**src/rtl/countdown_timer_pkg.sv**
```systemverilog
// rtl/countdown_timer_pkg.sv - shared states, BCD constants and digit check for the countdown controller
package countdown_timer_pkg;

  typedef enum logic [2:0] {
    ST_IDLE,
    ST_LOAD,
    ST_RUN,
    ST_PAUSE,
    ST_EXPIRED
  } timer_state_t;

  localparam logic [7:0] BCD_MAX  = 8'h99;
  localparam logic [7:0] BCD_ZERO = 8'h00;

  // True when both nibbles hold a legal decimal digit
  function automatic logic bcdDigitsValid(input logic [7:0] value);
    return (value[7:4] <= 4'd9) && (value[3:0] <= 4'd9);
  endfunction

endpackage

```
**src/rtl/bcd_sat_adder.sv**
```systemverilog
// rtl/bcd_sat_adder.sv - two-digit BCD adder clamped at 99, flags a legal addendB
module bcd_sat_adder
  import countdown_timer_pkg::*;
(
  input  logic [7:0] addendA,
  input  logic [7:0] addendB,
  output logic [7:0] sum,
  output logic       inValid
);

  logic [4:0] lowSum;
  logic [4:0] highSum;
  logic       lowCarry;
  logic [3:0] lowDigit;

  // Units digit with decimal carry, then tens digit; a tens overflow clamps to 99
  always_comb begin
    lowSum   = {1'b0, addendA[3:0]} + {1'b0, addendB[3:0]};
    lowCarry = (lowSum > 5'd9);
    lowDigit = lowCarry ? 4'(lowSum - 5'd10) : lowSum[3:0];
    highSum  = {1'b0, addendA[7:4]} + {1'b0, addendB[7:4]} + {4'd0, lowCarry};
    sum      = (highSum > 5'd9) ? BCD_MAX : {highSum[3:0], lowDigit};
    inValid  = bcdDigitsValid(addendB);
  end

endmodule

```
**src/rtl/countdown_timer_ctrl.sv**
```systemverilog
// rtl/countdown_timer_ctrl.sv - game countdown sequencer: load, 1 s strobe, pause, bonus, warning, expiry
module countdown_timer_ctrl
  import countdown_timer_pkg::*;
#(
  parameter int         CLKS_PER_SEC = 50_000_000,
  parameter logic [7:0] INIT_TIME    = 8'h60,
  parameter logic [7:0] WARN_TIME    = 8'h10
) (
  input  logic       clk,
  input  logic       resetN,
  input  logic       start,
  input  logic       pause_toggle,
  input  logic       bonus_req,
  input  logic [7:0] bonus_bcd,
  input  logic [7:0] count_bcd,
  output logic       cnt_ena,
  output logic       cnt_ena_cnt,
  output logic       cnt_loadN,
  output logic [7:0] cnt_data,
  output logic       running,
  output logic       time_up,
  output logic       warning
);

  localparam int                   PRESC_W    = $clog2(CLKS_PER_SEC);
  localparam logic [PRESC_W-1:0]   PRESC_LAST = PRESC_W'(CLKS_PER_SEC - 1);

  timer_state_t       state;
  timer_state_t       nextState;
  logic [PRESC_W-1:0] presc;
  logic [PRESC_W-1:0] prescNext;
  logic [7:0]         bonusSum;
  logic               bonusValid;
  logic               countZero;
  logic               startHit;
  logic               expiring;
  logic               bonusLoad;
  logic               strobeNext;

  bcd_sat_adder bonusAdder (
    .addendA (count_bcd),
    .addendB (bonus_bcd),
    .sum     (bonusSum),
    .inValid (bonusValid)
  );

  // Event arbitration: start beats everything, expiry beats pause, pause beats bonus
  always_comb begin
    countZero = (count_bcd == BCD_ZERO);
    startHit  = start && (state != ST_LOAD);
    expiring  = (state == ST_RUN) && countZero && !startHit;
    bonusLoad = bonus_req && bonusValid && ((state == ST_RUN) || (state == ST_PAUSE))
                && !startHit && !pause_toggle && !expiring;
  end

  // Next-state decode
  always_comb begin
    nextState = state;
    if (startHit) begin
      nextState = ST_LOAD;
    end else begin
      case (state)
        ST_LOAD:  nextState = ST_RUN;
        ST_RUN: begin
          if (expiring)          nextState = ST_EXPIRED;
          else if (pause_toggle) nextState = ST_PAUSE;
        end
        ST_PAUSE: if (pause_toggle) nextState = ST_RUN;
        default:  nextState = state;
      endcase
    end
  end

  // Prescaler advances only in RUN; a bonus load on the terminal cycle holds it there one more cycle
  always_comb begin
    prescNext  = presc;
    strobeNext = 1'b0;
    if (state == ST_LOAD) begin
      prescNext = '0;
    end else if ((state == ST_RUN) && !startHit && !expiring) begin
      if (presc == PRESC_LAST) begin
        if (!bonusLoad) begin
          strobeNext = 1'b1;
          prescNext  = '0;
        end
      end else begin
        prescNext = presc + 1'b1;
      end
    end
  end

  // State, prescaler and registered outputs
  always_ff @(posedge clk or negedge resetN) begin
    if (!resetN) begin
      state       <= ST_IDLE;
      presc       <= '0;
      cnt_ena     <= 1'b0;
      cnt_ena_cnt <= 1'b0;
      cnt_loadN   <= 1'b1;
      cnt_data    <= INIT_TIME;
      running     <= 1'b0;
      time_up     <= 1'b0;
      warning     <= 1'b0;
    end else begin
      state       <= nextState;
      presc       <= prescNext;
      cnt_ena     <= (nextState != ST_IDLE);
      cnt_ena_cnt <= strobeNext;
      cnt_loadN   <= !(startHit || bonusLoad);
      if (startHit)       cnt_data <= INIT_TIME;
      else if (bonusLoad) cnt_data <= bonusSum;
      running     <= (nextState == ST_RUN);
      time_up     <= expiring;
      warning     <= ((state == ST_RUN) || (state == ST_PAUSE)) && !countZero
                     && (count_bcd <= WARN_TIME);
    end
  end

endmodule

```
**config.mk**
```make
export PLATFORM = sky130hd
export DESIGN_NAME = countdown_timer_ctrl
export DESIGN_NICKNAME = d
export VERILOG_FILES = /design/src/rtl/countdown_timer_pkg.sv /design/src/rtl/bcd_sat_adder.sv /design/src/rtl/countdown_timer_ctrl.sv
export SDC_FILE = /design/constraint.sdc
export NUM_CORES = 1
export LEC_CHECK = 0
export ABC_AREA = 1
export ABC_CLOCK_PERIOD_IN_PS = 2210
export CELL_PAD_IN_SITES_DETAIL_PLACEMENT = 2
export CELL_PAD_IN_SITES_GLOBAL_PLACEMENT = 2
export CORE_UTILIZATION = 31
export CTS_CLUSTER_DIAMETER = 150
export DETAILED_ROUTE_END_ITERATION = 12
export GPL_TIMING_DRIVEN = 0
export HOLD_SLACK_MARGIN = 0.02
export PLACE_DENSITY = 0.86
export SLEW_MARGIN = 40
export SYNTH_ARGS = -nofsm -noshare
export SYNTH_HDL_FRONTEND = slang
export SYNTH_SLANG_ARGS = --single-unit
```
**constraint.sdc**
```tcl
create_clock -name clk -period 2.21 [get_ports clk]
set_clock_uncertainty 0.2 [all_clocks]
set_input_delay 0.663 -clock clk [delete_from_list [all_inputs] [get_ports clk]]
set_output_delay 0.663 -clock clk [all_outputs]
set_load 0.03 [all_outputs]
```
==> metrics.cfg <==
[pwr]
pwr_density_cell_nw_per_um2 = 773
p_int_mw = 1.78
switchingPower_mw = 1.64
peakVddDrop_mv = 0.676
netSwitchingFraction = 0.479
power.leakage_nw = 2.21
p_seq_frac = 0.282
comb_power_share = 0.541
p_clk_frac = 0.176

[final_layout]
layout-drive-gt1-share = 0.244
final_cell_mix = 151 x nand2_1, 65 x nor2_1, 60 x nand3_1, 39 x dfrtp_1, 39 x buf_4
final_common_cell = nand2_1
area_growth_pct = 39.0
fillCellCount = 1128
nNetsFinal = 598
utilization = 0.448
antenna_cells = 0

[floorplanning]
core-area_um2 = 9860
die_w_um = 103
start_util = 0.322
io_pins = 35
die_h_um = 103
row_count = 36
die_area_um2 = 10700

[logic_synthesis]
yosysUniqueCellTypes = 32
ys.flop_type = dfrtp_1
yosys.area.top_type_share = 0.315
yosysWarnings = 0
synth_area_um2 = 3180
synth-edff-count = 0
synthesis.nets = 513
syn_inst = 480
syn_area_per_cell_um2 = 6.62
async_flop_share = 1.00
seq_area_frac_synth = 0.340
synth.largest_area_cell = dfrtp_1
ys_ff_latch = 43
synth_area_leaders = dfrtp_1 31%, nand2_1 19%, nand3_1 10%, nor2_1 8.6%, inv_1 5.4%

[run]
cap_violations = 0

[clock_tree]
clk_pin_slew_worst_paths_ns = 0.12
cts_max_level = 2
cts_buffers = 5
cts_sinks = 43
clock_path_buffers = 2
cts_root_buf = clkbuf_8
cts_tree = built
clock_latency_ns = 0.34

[placement]
io_buffers = 34
dp_hpwl_um = 8860
gp_congestion = 0.843

[timing]
slew_viol_final = 0
worst_pin_slew_ns = 0.559
hold_violations = 0
tns_ns = -10.69
fmax_mhz = 289
finalCritPeriodShare = 1.56
slew_headroom = 0.627
setup_viol = 29
timing.final.crit_period_ns = 3.46
grt_setup_unrepaired = yes
setup_slack_ns = -1.25

[critical_path]
cp_max_fo = 4
cpMostUsedCell = inv_2
crit_chain = dlygate4sd2_1 -> ha_4 -> nand3_1 -> nand3_1 -> nand3_4 -> nand2_2 -> inv_2 -> fa_2 -> inv_2 -> fa_2 -> inv_2 -> nand2_2 -> nand3_4 -> nand2_4 -> a21oi_1 -> o21ai_0
cp-end-kind = flip-flop
crit_type = primary input to flip-flop
worst-endpoint-arrival_ns = 3.47
cp_slowest_cell = fa_2
critPathRequiredTime_ns = 2.22
crit_path_start_kind = primary input
cpPeakStageDelay_ns = 0.47
critPathTopFamily = adder cells
path_buf_inv = 4

[drt]
via_per_inst = 5.40
dr_total_vias = 3775
drtIter0Drc = 164
wl_per_cell_um = 24.1
wirelength_um = 16800
antenna_left = 0
drc = 0
first_pass_iters = 4

[global_routing]
grt_pass1_wl_um = 21500
grt_pass1_vias = 4063
grt_use_total = 0.272
grt_max_degree = 32
antenna_found_initial = 0
overflow = 0

[hold_path]
min_path_type = flip-flop to flip-flop

[status]
status = finished, violations left
violations = negative setup slack

-- cells by family (layout without fill, tap and decap cells) --
kind of cell             Yosys count  in the layout  share of synthesized area
buffers and inverters             63            149                     0.0846
AO/OA/AOI/OAI                     23             23                     0.0409
AND/OR/NAND/NOR                  329            329                      0.453
adder cells (fa/ha/maj)           12             12                     0.0543
XOR/XNOR                          10             10                     0.0276
flip-flops                        43             43                      0.340
-- power by group through the flow --
stage                     sequential (mW)  combinational, mW  clock, mW
after floorplan                      1.03              0.688          0
after global placement              0.958               1.17          0
after detailed placement            0.961               1.23          0
after CTS                           0.946               1.32      0.559
after global routing                0.965               1.93      0.624
final                               0.964               1.85      0.603
-- sequential cells by signal (all words and copies together), names as in the netlist --
register and flops:
cnt_ena_cnt 1, state 3, cnt_ena 1, cnt_loadN 1, running 1, presc 26, cnt_data 8, warning 1
time_up 1
-- worst paths after layout --
kind	depth (start not counted)	endpoint	from	slack (ns)
setup / recovery	16	cnt_data[7]	count_bcd[2]	-1.25
hold / removal	2	cnt_data[3]	cnt_data[3]	0.34
setup reg to reg	12	presc[14]	presc[3]	-0.12
hold reg to reg	2	cnt_data[3]	cnt_data[3]	0.34
max in group asynchronous	3	cnt_data[6]	resetN	0.80
min in group asynchronous	2	presc[17]	resetN	0.51
-- worst reg2reg max path, cell delays in order (launching register included) --
cell       delay [ns]
dfrtp_1          0.48
nand2_1          0.16
nor2_2           0.17
nand2_2          0.11
clkinv_2         0.10
nand2_2          0.07
nor2_4           0.22
nand2_4          0.11
nand2_8          0.14
nand2_8          0.10
clkbuf_16        0.18
nand2_1          0.06
nand2_1          0.10
-- through the flow --
step / total power, mW / setup WS, ns / instance area (µm²) / instances / hold slack, ns
4_1_cts: 2.83 / -1.11 / 4100 / 681 / 0.309
3_3_place_gp: 2.13 / -1.88 / 3730 / 647 / 0.278
2_1_floorplan: 1.72 / -1.09 / 3220 / 480 / 0.167
5_1_grt: 3.51 / -1.33 / 4420 / 699 / 0.352
3_5_place_dp: 2.19 / -2.08 / 3750 / 648 / 0.289
6_report: 3.42 / -1.25 / 4420 / 699 / 0.336
-- timing repair --
item | in CTS | in global routing
endpoints found under the setup margin | 49 | 44
endpoints found under the hold margin | 12 | 0
hold buffers | 1 | 0
cloned | 0 | 2
pin swaps | 16 | 30
gates resized for setup | 57 | 52
setup buffers | 24 | 19
-- cells in the mapped netlist (5+ instances only) --
library cell  instances
o21bai_1              5
nand2_1             160
nand3_1              64
nand4_1               7
o21ai_0               6
nor2_1               73
nand2_2               5
xnor2_1               5
ha_1                  9
xor2_1                5
dfrtp_1              40
inv_2                 6
nor3_1                6
a21oi_1               8
inv_1                46
-- per-layer routing --
metal | vias up | part of all wire | routed length [µm] | global-route usage
met5 | - | 0 | 0 | 0
met2 | 138 | 0.51 | 8590 | 0.501
met1 | 1880 | 0.39 | 6580 | 0.313
met4 | 0 | 0.056 | 936 | 0.104
li1 | 1684 | - | - | -
met3 | 73 | 0.042 | 713 | 0.0491
-- layout make-up --
class | instances | area [µm²] | area share
Clock buffer | 6 | 72.6 | 0.0164
Sequential cell | 43 | 1080 | 0.245
Inverter | 53 | 200 | 0.0453
Multi-Input combinational cell | 374 | 2060 | 0.466
Tap cell | 133 | 166 | 0.0377
Timing Repair Buffer | 78 | 734 | 0.166
Clock inverter | 2 | 13.8 | 0.00312
Buffer | 10 | 90.1 | 0.0204
No activity file was read; power rests on OpenSTA's default activity.
